===== src/rtl/sec_counter_bcd_pkg.sv =====
// Shared types for the seconds counter / seven-segment display chain.
// State encodings, BCD digit width and the BCD increment helper.
package sec_counter_bcd_pkg;

    typedef enum logic [1:0] {
        IDLE  = 2'd0,
        RUN   = 2'd1,
        PAUSE = 2'd2
    } state_t;

    localparam int BCD_W      = 4;
    localparam int DEF_CLK_HZ = 50_000_000;

    function automatic logic [2*BCD_W-1:0] bcd_inc(
        input logic [2*BCD_W-1:0] v,
        input logic [2*BCD_W-1:0] last
    );
        logic [BCD_W-1:0] tens;
        logic [BCD_W-1:0] units;
        tens  = v[2*BCD_W-1:BCD_W];
        units = v[BCD_W-1:0];
        if (v == last) begin
            return '0;
        end
        if (units == BCD_W'(9)) begin
            units = '0;
            tens  = (tens == BCD_W'(9)) ? '0 : tens + 1'b1;
        end else begin
            units = units + 1'b1;
        end
        return {tens, units};
    endfunction

endpackage


===== src/rtl/sec_counter_bcd_key_debounce.sv =====
// Push-button front end: 2-flop sync, stability debounce, press pulse.
// A key held through reset must be released before it can pulse again.
module key_debounce #(
    parameter int DEBOUNCE_CYCLES = 1_000_000
) (
    input  logic clk,
    input  logic rst,
    input  logic key,
    output logic press
);

    localparam int CW = (DEBOUNCE_CYCLES > 1) ? $clog2(DEBOUNCE_CYCLES) : 1;

    logic          sync1;
    logic          sync2;
    logic          level;
    logic          level_d;
    logic          armed;
    logic [1:0]    fill;
    logic [CW-1:0] cnt;
    logic          pressed_raw;

    assign pressed_raw = ~sync2;

    always_ff @(posedge clk or posedge rst) begin
        if (rst) begin
            sync1   <= 1'b1;
            sync2   <= 1'b1;
            level   <= 1'b0;
            level_d <= 1'b0;
            armed   <= 1'b0;
            fill    <= 2'b00;
            cnt     <= '0;
        end else begin
            sync1   <= key;
            sync2   <= sync1;
            level_d <= level;
            fill    <= {fill[0], 1'b1};
            // sync2 is only a real key sample once fill[1] is set
            if (fill[1] && sync2) begin
                armed <= 1'b1;
            end
            if (pressed_raw != level) begin
                if (cnt == CW'(DEBOUNCE_CYCLES - 1)) begin
                    level <= pressed_raw;
                    cnt   <= '0;
                end else begin
                    cnt <= cnt + 1'b1;
                end
            end else begin
                cnt <= '0;
            end
        end
    end

    assign press = level & ~level_d & armed;

endmodule


===== src/rtl/sec_counter_bcd.sv =====
// Two-digit BCD seconds counter with start/stop and clear keys.
// Holds the run/pause FSM, the one-second prescaler and the BCD count.
module sec_counter_bcd
    import sec_counter_bcd_pkg::*;
#(
    parameter int         CLK_HZ          = DEF_CLK_HZ,
    parameter int         DEBOUNCE_CYCLES = 1_000_000,
    parameter logic [7:0] WRAP_BCD        = 8'h59
) (
    input  logic       clk,
    input  logic       rst,
    input  logic       key_start_stop,
    input  logic       key_clear,
    output logic [7:0] value,
    output logic       running,
    output logic       tick,
    output logic       wrap
);

    localparam int PW = $clog2(CLK_HZ);

    state_t        state_q;
    state_t        state_d;
    logic [PW-1:0] presc_q;
    logic          ss_press;
    logic          clr_press;
    logic          incr;

    key_debounce #(
        .DEBOUNCE_CYCLES(DEBOUNCE_CYCLES)
    ) u_key_ss (
        .clk  (clk),
        .rst  (rst),
        .key  (key_start_stop),
        .press(ss_press)
    );

    key_debounce #(
        .DEBOUNCE_CYCLES(DEBOUNCE_CYCLES)
    ) u_key_clr (
        .clk  (clk),
        .rst  (rst),
        .key  (key_clear),
        .press(clr_press)
    );

    always_comb begin
        state_d = state_q;
        incr    = (state_q == RUN)
               && (presc_q == PW'(CLK_HZ - 1))
               && !clr_press;
        unique case (1'b1)
            clr_press:              state_d = IDLE;
            ss_press && !clr_press: state_d = (state_q == RUN) ? PAUSE : RUN;
            default:                ;
        endcase
    end

    always_ff @(posedge clk or posedge rst) begin
        if (rst) begin
            state_q <= IDLE;
            presc_q <= '0;
            value   <= 8'h00;
            running <= 1'b0;
            tick    <= 1'b0;
            wrap    <= 1'b0;
        end else begin
            state_q <= state_d;
            running <= (state_d == RUN);
            tick    <= incr;
            wrap    <= incr && (value == WRAP_BCD);
            // PAUSE leaves the prescaler alone to keep the partial second
            if (clr_press || state_q == IDLE) begin
                presc_q <= '0;
            end else if (state_q == RUN) begin
                presc_q <= incr ? '0 : presc_q + 1'b1;
            end
            if (clr_press) begin
                value <= 8'h00;
            end else if (incr) begin
                value <= bcd_inc(value, WRAP_BCD);
            end
        end
    end

endmodule

===== config.mk =====
export PLATFORM = sky130hd
export DESIGN_NAME = sec_counter_bcd
export DESIGN_NICKNAME = d
export VERILOG_FILES = /design/src/rtl/sec_counter_bcd_pkg.sv /design/src/rtl/sec_counter_bcd_key_debounce.sv /design/src/rtl/sec_counter_bcd.sv
export SDC_FILE = /design/constraint.sdc
export NUM_CORES = 1
export LEC_CHECK = 0
export CAP_MARGIN = 20
export CORE_MARGIN = 2
export CORE_UTILIZATION = 41
export DETAILED_ROUTE_END_ITERATION = 7
export GPL_ROUTABILITY_DRIVEN = 0
export PLACE_DENSITY = 0.67
export SETUP_SLACK_MARGIN = 0.05
export SYNTH_ARGS = -nofsm -noshare
export SYNTH_HDL_FRONTEND = slang
export SYNTH_HIERARCHICAL = 1
export SYNTH_SLANG_ARGS = --single-unit

===== constraint.sdc =====
create_clock -name clk -period 3.3 [get_ports clk]
set_clock_uncertainty 0.15 [all_clocks]
set_input_delay 0.33 -clock clk [delete_from_list [all_inputs] [get_ports clk]]
set_output_delay 0.33 -clock clk [all_outputs]
set_load 0.05 [all_outputs]

==> qor.yml, run 1 <==
critical_path:
  worst_path_max_delay_cell: "or4_1"
  startpoint_type: "register"
  critPathBufInv: 0
  cp_max_fo: 19
  crit_required_ps: 3440
  critPathKind: "register to register"
  end_kind: "register"
  crit_path_cell_trace: "and2b_1 > and3_1 > nand4_2 > or4_1 > a21oi_1"
  critical_path_arrival_ps: 2510
  slowest_delay_ps: 540
  crit_family: "simple AND/OR/NAND/NOR gates"
layout:
  fin_cells: 635
  fillCellCount: 1018
  postLayoutCellArea_mm2: 0.00514
  area_growth_pct: 11.9
  nets: 501
  drive_above_1_share: 0.0828
  diodes: 0
detailed_routing:
  drt_pass1_iterations: 4
  first_iter_violations: 186
  viasPerCell: 5.41
  routed-via-count: 3433
  wl_per_cell_um: 13.8
  wl_um: 8780
  drc: 0
  ant_nets: 0
global_routing:
  grt_max_degree: 40
  gr-usage-all-layers: 0.158
  grt_pass1_wl_um: 15400
  overflow: 0
  grt_pass1_vias: 3429
  antenna_found_initial: 0
clocking:
  clk_path_buf_depth: 2
  root_buffer: "clkbuf_8"
  post_cts_buffers: 0
  cts_max_level: 3
  cts_tree: "yes"
  path_clk_slew_ps: 90
  cts-resized-gates: 0
  worstSkewPairLatency_ps: 360
  numCtsBuffers: 9
  cts_sinks: 93
  holdBufCountCts: 0
pwr:
  switching_power_w: 0.000434
  power_density_mw_per_mm2: 384
  total_power_w: 0.00197
  switching_share: 0.220
  p_int_w: 0.00154
  leakage_nw: 2.04
  peakVddDrop_mv: 0.228
  combPwrFrac: 0.028
  p_clk_frac: 0.385
  power.share.sequential: 0.587
floorplan:
  rows: 38
  coreArea_mm2: 0.0109
  initial_core_util: 0.422
  die_area_mm2: 0.0121
  fp.dieW_um: 110
  die_h_um: 110
  ioPinCount: 15
placed_design:
  placed_area_mm2: 0.00490
  dp_slack_ps: 925
  placed_cells: 617
  dp_hpwl_um: 5970
  port_buffers: 14
logic_synthesis:
  syn_inst: 472
  synth_async_sr_flop_share: 1.00
  ys.flop_type: "dfrtp_1"
  syn_area_mm2: 0.00459
  yosysTopAreaCellShare: 0.485
  yosysSeqAreaShare: 0.508
  synth.most_common_cell: "dfrtp_1"
  synthTopCellsByArea: "dfrtp_1 49%, nor2_1 5.5%, xnor2_1 5.0%, xor2_1 3.6%, nand4_1 2.7%"
  yosysTopAreaCell: "dfrtp_1"
  yosys_warnings: 6
  synthTopCellsByCount: "89 x dfrtp_1, 67 x nor2_1, 29 x nand2_1"
  ys_ff_latch: 93
  syn_area_per_cell_um2: 9.73
  synthesis.nets: 483
  synth_edf_count: 0
  ys_types: 46
job:
  maxCapViolations: 0
sta:
  hold_viol: 0
  fin_crit_ps: 2370
  final_max_slew_viol_count: 0
  fin_tns_setup_ps: 0
  worstMarginPinSlew_ps: 588
  max_freq_mhz: 421
  max_slew_margin: 0.608
  setup_viol: 0
  rsz0062_at_grt: "no"
  final.period_utilization: 0.719
  worst_slack_ps: 927
run_status:
  status: "completed"
worst_hold_path:
  hold_path_class: "register to register"
-- layout make-up --
class	count	area [µm²]	area share
Multi-Input combinational cell	342	2130	0.414
Clock inverter	4	50.0	0.00974
Timing Repair Buffer	21	220	0.0429
Clock buffer	12	145	0.0283
Tap cell	140	175	0.0341
Inverter	23	86.3	0.0168
Sequential cell	93	2330	0.454
-- per-stage QoR --
stage               hold WS [ps]   util
floorplan                    181      -
global placement             183  0.450
detailed placement           186  0.450
CTS                          206  0.468
global route                 210  0.472
finish                       205  0.472
-- per-layer routing --
layer | part of all wire | global-route usage | vias up
li1 | - | - | 1682
met3 | 0.025 | 0.0332 | 9
met5 | 0 | 0 | -
met4 | 0.0067 | 0.0398 | 0
met2 | 0.50 | 0.277 | 37
met1 | 0.47 | 0.196 | 1705
-- path summary, 6_finish.rpt --
path                                             from                          to  slack, ps  cells after the start
setup / recovery                 state_q[1]$_DFF_PP0_        value[2]$_DFFE_PP0P_        930                      5
hold / removal             u_key_ss/fill[0]$_DFF_PP0_  u_key_ss/fill[1]$_DFF_PP0_        200                      0
setup reg to reg                 state_q[1]$_DFF_PP0_        value[2]$_DFFE_PP0P_        930                      5
hold reg to reg            u_key_ss/fill[0]$_DFF_PP0_  u_key_ss/fill[1]$_DFF_PP0_        200                      0
max in group asynchronous                         rst    u_key_ss/sync2$_DFF_PP1_       2130                      3
min in group asynchronous                         rst  u_key_clr/cnt[7]$_DFF_PP0_        240                      2
-- power groups by stage --
stage | clock network (W) | logic, W | registers, W
finish | 0.000759 | 0.0000560 | 0.00116
global route | 0.000832 | 0.0000656 | 0.00116
CTS | 0.000787 | 0.0000524 | 0.00116
detailed placement | 0 | 0.0000521 | 0.00118
global placement | 0 | 0.0000508 | 0.00118
floorplan | 0 | 0.0000347 | 0.00118
-- state kept, by name (all words and copies together) (netlist names), 2 cells and up --
| register | count |
|---|---|
| u_key_ss/cnt | 20 |
| value | 8 |
| u_key_clr/cnt | 20 |
| u_key_ss/fill | 2 |
| presc_q | 26 |
| u_key_clr/fill | 2 |
| state_q | 2 |
-- cells by family (layout without fill, tap and decap cells) --
logic type               Yosys count  in the layout  synth area share
other                              2              2           0.00164
AO/OA/AOI/OAI                     59             59            0.0787
adder cells (fa/ha/maj)            7              7            0.0191
XOR/XNOR                          45             45            0.0858
flip-flops                        93             93             0.508
buffers and inverters             37             60            0.0319
AND/OR/NAND/NOR                  223            223             0.262
multiplexers                       6              6            0.0131
-- cells in the final DEF, fill, tap and decap left out, drive strengths merged, types with 14 or more instances in the layout --
master / instances
nand2: 30
or3: 14
dfrtp: 89
inv: 23
xnor2: 26
nand4: 24
nor2: 67
o21ai: 14
a21oi: 22
xor2: 19
nand3: 25
clkdlybuf4s50: 14
No activity file was read; power rests on OpenSTA's default activity.
==> run 2: changes to the inputs <==
==> constraint.sdc (replaced) <==
create_clock -name clk -period 2.3 [get_ports clk]
set_clock_uncertainty 0.15 [all_clocks]
set_input_delay 0.23 -clock clk [delete_from_list [all_inputs] [get_ports clk]]
set_output_delay 0.23 -clock clk [all_outputs]
set_load 0.05 [all_outputs]
==> qor.yml, run 2 (synthesized netlist as in run 1, its figures left out) <==
global_routing:
  antenna_found_initial: 0
  grt_max_degree: 40
  overflow: 0
  grt_pass1_wl_um: 15000
  gr-usage-all-layers: 0.156
  grt_pass1_vias: 3347
critical_path:
  crit_path_cell_trace: "nor4b_1 > and3_1 > nand4_4 > or4_1 > a21oi_1"
  startpoint_type: "register"
  cp_max_fo: 19
  worst_path_max_delay_cell: "or4_1"
  slowest_delay_ps: 470
  crit_family: "simple AND/OR/NAND/NOR gates"
  crit_required_ps: 2440
  end_kind: "register"
  critical_path_arrival_ps: 2260
  critPathKind: "register to register"
  critPathBufInv: 0
sta:
  max_freq_mhz: 471
  fin_tns_setup_ps: 0
  worstMarginPinSlew_ps: 584
  final.period_utilization: 0.923
  final_max_slew_viol_count: 0
  max_slew_margin: 0.607
  setup_viol: 0
  hold_viol: 0
  fin_crit_ps: 2120
  worst_slack_ps: 177
  rsz0062_at_grt: "yes"
placed_design:
  placed_cells: 621
  dp_slack_ps: 44.2
  port_buffers: 14
  dp_hpwl_um: 5930
layout:
  reg.largest.list: "presc_q: 26 flops, u_key_clr/cnt: 20 flops, u_key_ss/cnt: 20 flops"
  drive_above_1_share: 0.0966
  largest_reg_flops: 26
  nets: 503
  diodes: 0
  final_common_cell: "dfrtp_1"
  area_growth_pct: 12.5
  final_cell_mix: "89 x dfrtp_1, 66 x nor2_1, 29 x nand2_1, 26 x xnor2_1, 24 x nand3_1"
  fin_cells: 637
  top_register: "presc_q"
pwr:
  switching_share: 0.226
  combPwrFrac: 0.026
  peakVddDrop_mv: 0.249
  leakage_nw: 2.03
  p_clk_frac: 0.393
  power.share.sequential: 0.581
  power_density_mw_per_mm2: 554
  switching_power_w: 0.000648
  p_int_w: 0.00222
detailed_routing:
  drt_pass1_iterations: 4
  first_iter_violations: 205
  wl_per_cell_um: 13.7
  routed-via-count: 3442
  ant_nets: 0
  viasPerCell: 5.40
  drc: 0
  wl_um: 8730
clocking:
  cts_tree: "yes"
  path_clk_slew_ps: 90
  numCtsBuffers: 9
  clk_path_buf_depth: 2
  post_cts_buffers: 0
  worstSkewPairLatency_ps: 360
  cts_sinks: 93
  holdBufCountCts: 0
  cts_max_level: 3
  root_buffer: "clkbuf_8"
floorplan:
  die_area_mm2: 0.0121
  fp.dieW_um: 110
  coreArea_mm2: 0.0109
  initial_core_util: 0.422
  rows: 38
  die_h_um: 110
  ioPinCount: 15
worst_hold_path:
  hold_path_class: "input pin to register"
run_status:
  status: "completed"
job:
  maxCapViolations: 0
run 2: cell types whose count changed in the layout (fill, tap and decap cells not counted), moves of 2 or more:
| cell | change |
|---|---|
| inv_6 | +3 |
| clkbuf_1 | -2 |
| buf_4 | +2 |
| buf_6 | +2 |
run 2: metal layers:
| metal | vias to the layer above | routed length [µm] | GRT usage |
|---|---|---|---|
| met4 | 0 | 50 | 0.0398 |
| li1 | 1685 | - | - |
| met3 | 6 | 281 | 0.0421 |
| met2 | 59 | 4310 | 0.261 |
| met1 | 1692 | 4090 | 0.199 |
| met5 | - | 0 | 0 |
run 2: worst reg2reg max path: stages, from the launching register on:
cell	delay [ps]
dfrtp_1	430
nor4b_1	320
and3_1	270
nand4_4	250
or4_1	480
a21oi_1	160
run 2: power groups by stage:
| stage | sequential, W | combinational [W] | clock (W) |
|---|---|---|---|
| global route | 0.00167 | 0.0000870 | 0.00124 |
| CTS | 0.00166 | 0.0000784 | 0.00118 |
| floorplan | 0.00169 | 0.0000498 | 0 |
| global placement | 0.00169 | 0.0000761 | 0 |
| detailed placement | 0.00170 | 0.0000776 | 0 |
| finish | 0.00166 | 0.0000740 | 0.00113 |
run 2: final timing paths:
check / depth (start not counted) / endpoint / start / slack, ps
max: 5 / value[2]$_DFFE_PP0P_ / presc_q[8]$_DFFE_PP0P_ / 180
min: 1 / u_key_clr/sync1$_DFF_PP1_ / key_clear / 120
max reg2reg: 5 / value[2]$_DFFE_PP0P_ / presc_q[8]$_DFFE_PP0P_ / 180
min reg2reg: 0 / u_key_clr/fill[1]$_DFF_PP0_ / u_key_clr/fill[0]$_DFF_PP0_ / 210
max in group asynchronous: 3 / value[0]$_DFFE_PP0P_ / rst / 1410
min in group asynchronous: 3 / u_key_clr/cnt[16]$_DFF_PP0_ / rst / 170
run 2: layout make-up:
type,instances,area (µm²)
Inverter,23,86.3
Multi-Input combinational cell,342,2150
Timing Repair Buffer,23,215
Sequential cell,93,2330
Clock buffer,10,138
Tap cell,140,175
Clock inverter,6,68.8
Fill cell,1021,5720
run 2: timing repair:
action	4_1_cts	5_1_grt
setup endpoints to repair	6	23
pin swaps	0	0
resized for setup	1	5
run 2: per-stage QoR:
step / hold slack [ps] / total power, W / utilization / area, µm²
floorplan: 84.5 / 0.00174 / - / 4590
global placement: 183 / 0.00177 / 0.453 / 4930
detailed placement: 187 / 0.00177 / 0.453 / 4930
CTS: 90.5 / 0.00292 / 0.473 / 5140
global route: 95.0 / 0.00299 / 0.474 / 5160
finish: 122 / 0.00286 / 0.474 / 5160
==> edit 1 (settings of run 1) <==
`DEF_CLK_HZ`: 50_000_000 -> 25_000_000.
--- a/src/rtl/sec_counter_bcd_pkg.sv
+++ b/src/rtl/sec_counter_bcd_pkg.sv
@@ -10,5 +10,5 @@
 
     localparam int BCD_W      = 4;
-    localparam int DEF_CLK_HZ = 50_000_000;
+    localparam int DEF_CLK_HZ = 25_000_000;
 
     function automatic logic [2*BCD_W-1:0] bcd_inc(
Formal check against the unedited RTL: no difference found for any inputs over 10 cycles, from zero or initial values and one cycle with rst high; that may be too few to reach the edited logic, so the function may still have changed.
==> edit 1 against run 1 <==
Combinational power up 3%. Sequential share of layout area down 1.4 points. Clock power up 27%. Sequential cell count down 1. Setup slack worse by 0.043 ns. Cell area up 2.1%. Critical path depth unchanged. Area after synthesis up 0.76%. First-iteration DRC count up 49%. Synthesized cell count up 2.1%. Routed wire length up 3.4%. Power up 10%.
==> edit 1: results (changes against run 1) <==
* Clk root buf: clkbuf_16
* Via count at 3557 (+3.6%)
* Total routing usage reported by global routing at 16.7% (+0.90 points)
* Num CTS Buffers at 9 (unchanged)
* Fraction of registers with async set/reset at 100% (unchanged)
* R2r setup slk at 0.88 ns (-0.04 ns)
* Synth cell count leaders: dfrtp_1 (88), nor2_1 (64), nand2_1 (35), xnor2_1 (26), a21oi_1 (25)
* Reg clk slew, reported paths at 0.07 ns (-0.02 ns)
* Maxcap violations at 0 (unchanged)
* Clk buf depth at 2 (unchanged)
* Synth area leaders: dfrtp_1 (48%), nor2_1 (5.2%), xnor2_1 (4.9%)
* Lkg Pwr at 2.07 nW (+1.8%)
* Nets at 509 (+1.6%)
* Port bufs at 14 (unchanged)
* Synth Area in XOR/XNOR at 7.38% (-1.2 points)
* Top flop regs: presc_q: 25 flops, u_key_clr/cnt: 20 flops, u_key_ss/cnt: 20 flops
* DR iter-0 viols at 277 (+49%)
* Vias in the first global route at 3403 (-0.76%)
* Post-synthesis adder-cell area fraction at 1.89% (-0.014 points)
* Top_reg_cell synth: dfrtp_1
* Hold crit path type: in2async
* Synth unique cells at 48 (+4.3%)
* 1st-pass router iterations at 4 (unchanged)
* WP data arrival at 2.48 ns (-0.03 ns)
* Syn Nets at 493 (+2.1%)
* Largest net degree at the start of global routing at 39 (-2.5%)
* Layout cell share with drive strength beyond 1 at 7.36% (-0.93 points)
* Worst slew pin tran at 0.698 ns (+0.111 ns)
* GR Overflow Total at 0 (unchanged)
* Yosys warning total at 6 (unchanged)
* Detailed placement HPWL at 6150 µm (+2.9%)
* Fill count at 1037 (+1.9%)
* Setup bufs post-CTS at 0 (unchanged)
* Antenna fix cells at 0 (unchanged)
* CTS H-tree depth at 3 (unchanged)
* Peak VDD IR at 0.000352 V (+54%)
* Initial antenna violation count at 0 (unchanged)
* Post-cts gate resize count at 0 (unchanged)
* Worst skew pair latency at 0.35 ns
* Sequential area share after synthesis at 49.9% (-0.93 points)
* Mux share of post-synthesis cell area at 1.30% (-0.0099 points)
* Critical-path maximum fanout at 15 (-4)
* First-pass GRT wire length at 16000 µm (+3.8%)
* Synth Area in Compound Gates at 9.25% (+1.4 points)
* Aggregate routed wire length at 9080 µm (+3.4%)
* Outcome: complete, no violations
[edit 1: cell count changes in the layout (fill, tap and decap cells not counted), sizes merged, moves of 3 or more]
cell / delta
a211oi: +3
a21oi: +3
inv: -4
nand2: +5
nand2b: +3
nand4: +3
nor2: -3
nor3: +4
o21ai: +3
or3: -3
xor2: -6
[edit 1: worst paths after layout]
path	start	endpoint	cells after the start
max	state_q[1]	presc_q[22]	5
min	rst	u_key_clr/cnt[12]	2
max reg2reg	state_q[1]	presc_q[22]	5
min reg2reg	u_key_clr/sync1	u_key_clr/sync2	0
max in group asynchronous	rst	u_key_ss/sync2	3
min in group clk	u_key_clr/sync1	u_key_clr/sync2	0
[edit 1: cell type report]
class / instances / area share [%]
timing repair buffer: 20 / 4.29
sequential: 92 / 44.0
clock inverter: 6 / 0.954
inverter: 18 / 1.29
clock buffer: 10 / 4.36
tap: 140 / 3.34
multi-input combinational: 357 / 41.8
[edit 1: layer usage]
layer,track usage (%),wire [µm]
met3,3.70,316
met4,6.07,150
met1,21.7,4280
met5,0,0
met2,27.3,4320
[edit 1: where the power goes]
part           internal [W]  total (W)  switching, W
sequential          0.00114    0.00115    0.00000762
combinational     0.0000198  0.0000579     0.0000381
clock              0.000517   0.000966      0.000449
total               0.00168    0.00217      0.000495
[edit 1: kinds of logic (layout without fill, tap and decap cells)]
kind of cell | after synthesis | in the layout
and+or+nand+nor | 233 | 233
DFF | 92 | 92
AOI/OAI and AO/OA | 70 | 70
xor gates and xnor gates | 39 | 39
buffers and inverters | 33 | 54
adders and majority gates | 7 | 7
muxes | 6 | 6
other | 2 | 2
[edit 1: worst max-delay path: stages (launching register included)]
cell and delay (ns):
dfrtp_1 0.52, and3b_1 0.31, nand4_1 0.11, nor3_1 0.59
a211o_1 0.50, nor2_1 0.10
[edit 1: stage by stage]
stage / util, % / hold WS [ns] / cells / instance area, µm² / setup slack [ns]
floorplan: - / 0.181 / 482 / 4630 / 1.28
finish: 48.0 / 0.139 / 643 / 5250 / 0.884
global route: 48.0 / 0.142 / 643 / 5250 / 0.684
global placement: 44.9 / 0.184 / 625 / 4910 / 0.970
detailed placement: 44.9 / 0.197 / 625 / 4910 / 0.863
CTS: 47.5 / 0.207 / 641 / 5190 / 0.858
==> edit 2 (config.mk and constraints of run 1) <==
Made on the original files. Remove the register `running`: a continuous assignment takes its place, so the output `running` follows one clock earlier.
--- a/src/rtl/sec_counter_bcd.sv
+++ b/src/rtl/sec_counter_bcd.sv
@@ -62,10 +62,8 @@
             presc_q <= '0;
             value   <= 8'h00;
-            running <= 1'b0;
             tick    <= 1'b0;
             wrap    <= 1'b0;
         end else begin
             state_q <= state_d;
-            running <= (state_d == RUN);
             tick    <= incr;
             wrap    <= incr && (value == WRAP_BCD);
@@ -84,3 +82,5 @@
     end
 
+    assign running = (state_d == RUN);
+
 endmodule
Function: no difference found for any inputs over 10 cycles, from zero or initial values and one cycle with rst high; that may be too few to reach the edited logic, so the function may still have changed.
==> edit 2 against run 1 <==
Routed wire length is 2.8% lower. Via count is 1.7% lower. Area after synthesis is 0.54% lower. Global-route usage is 0.10 points higher. Worst hold slack worse by 0.0044 ns. Cell area is 0.24% lower. Setup slack worse by 0.36 ns. Sequential cell count is 1 lower. Power is 1.9% lower. Final cell count stayed put. Critical path type is now reg2out.
==> edit 2: results (changes against run 1) <==
* Nets at 501 (unchanged)
* Aggregate routed wire length at 8540 µm (-2.8%)
* Syn Nets at 482 (-0.21%)
* Detailed placement HPWL at 5820 µm (-2.6%)
* Hold crit path type: reg2reg
* Outcome: complete, no violations
* Synth cell count leaders: dfrtp_1 (88), nor2_1 (67), nand2_1 (29), xnor2_1 (26), nand3_1 (24)
* Final worst slack at 0.564 ns (-0.363 ns)
* DR iter-0 viols at 185 (-0.54%)
* Peak VDD IR at 0.000292 V (+28%)
* CP Capture Point: running
* Yosys warning total at 6 (unchanged)
* Largest net degree at the start of global routing at 39 (-2.5%)
* Hold endpoint: u_key_ss/fill[1]
* Worst R2R Path Depth at 7 (+2)
* R2r setup slk at 0.84 ns (-0.09 ns)
* Synth unique cells at 46 (unchanged)
* Top flop regs: presc_q: 26 flops, u_key_clr/cnt: 20 flops, u_key_ss/cnt: 20 flops
* Initial antenna violation count at 0 (unchanged)
* Worst skew pair latency at 0.36 ns (about the same)
* Sequential area share after synthesis at 50.5% (-0.27 points)
* Clk buf depth at 2 (unchanged)
* Crit path launch: u_key_ss/level
* Slowest stage delay, CP at 0.45 ns (-0.09 ns)
* Layout cell share with drive strength beyond 1 at 8.28% (unchanged)
* Placed cell area at 4880 µm² (-0.36%)
* Clk root buf: clkbuf_8
* Worst slew pin tran at 0.936 ns (+0.348 ns)
* DP Worst Slack at 0.537 ns (-0.388 ns)
* Critical hold path startpoint: u_key_ss/fill[0]
* Synth area leaders: dfrtp_1 (48%), nor2_1 (5.5%), xnor2_1 (5.0%)
* Reg clk slew, reported paths at 0.09 ns (about the same)
* Num CTS Buffers at 9 (unchanged)
* Met1 usage at 20.7% (+1.0 points)
* Fraction of registers with async set/reset at 100% (unchanged)
* Hold-critical path depth at 0 (unchanged)
* Critical-path maximum fanout at 3 (-16)
* Vias per std cell at 5.31 (-1.7%)
* Vias in the first global route at 3348 (-2.4%)
* Port bufs at 14 (unchanged)
* Met2 Track Usage GR at 25.7% (-2.1 points)
* CTS H-tree depth at 3 (unchanged)
* First-pass GRT wire length at 15200 µm (-1.4%)
* Antenna fix cells at 0 (unchanged)
* Worst reg2reg path endpoint: presc_q[17]
* Met3 Use GR at 4.09% (+0.77 points)
* Crit Reg-Reg Startpoint: state_q[1]
* 1st-pass router iterations at 4 (unchanged)
* Worst path top cell family by delay: simple AND/OR/NAND/NOR gates
* CP max stage cell: dlymetal6s2s_1
* Total routing usage reported by global routing at 15.9% (+0.10 points)
* WP data arrival at 2.26 ns (-0.25 ns)
* Lkg Pwr at 2.04 nW (+0.40%)
edit 2: cell types whose count changed in the layout (fill, tap and decap cells not counted):
cell	change
buf_8	-1
clkbuf_8	-1
dlymetal6s2s_1	+1
clkbuf_1	+1
buf_4	+1
clkdlybuf4s50_1	-1
dfrtp_1	-1
buf_16	+1
edit 2: final cells by class:
type / count / area (µm²)
clock inverter: 4 / 50.0
clock buffer: 12 / 135
tap: 140 / 175
fill: 1014 / 5720
inverter: 23 / 86.3
sequential: 92 / 2310
timing repair buffer: 22 / 243
multi-input combinational: 342 / 2130
edit 2: logic make-up after synthesis:
group | share of synthesized area, %
AND/OR/NAND/NOR | 26.3
multiplexers | 1.32
XOR/XNOR | 8.63
adder cells (fa/ha/maj) | 1.92
AO/OA/AOI/OAI | 7.92
other | 0.164
buffers and inverters | 3.21
flip-flops | 50.5
edit 2: where the power goes:
group / internal, W / switching [W] / leakage [nW]
registers: 0.00114 / 0.00000762 / 1.25
logic: 0.0000198 / 0.0000379 / 0.710
clock network: 0.000350 / 0.000383 / 0.0866
edit 2: worst register-to-register path, delay by kind of cell (launching register included):
family / cells / cell delay [ns]
AOI/OAI and AO/OA: 1 / 0.45
buffers and inverters: 2 / 0.54
DFF: 1 / 0.50
and+or+nand+nor: 4 / 0.74
edit 2: per-stage QoR:
stage,hold slack (ns),instances
2_1_floorplan,0.181,471
3_3_place_gp,0.182,617
3_5_place_dp,0.185,617
4_1_cts,0.193,633
5_1_grt,0.198,635
6_report,0.200,635
edit 2: routing by layer:
layer	wire [µm]	vias up	share of wire, %
met1	4070	1629	48
met3	241	12	2.8
met5	0	-	0
met2	4110	42	48
met4	119	0	1.4
li1	-	1691	-
edit 2: what timing repair did:
item	CTS	global route
hold buffers	0	0
endpoints found under the setup margin	0	1
setup buffers	0	0
resized for setup	0	1
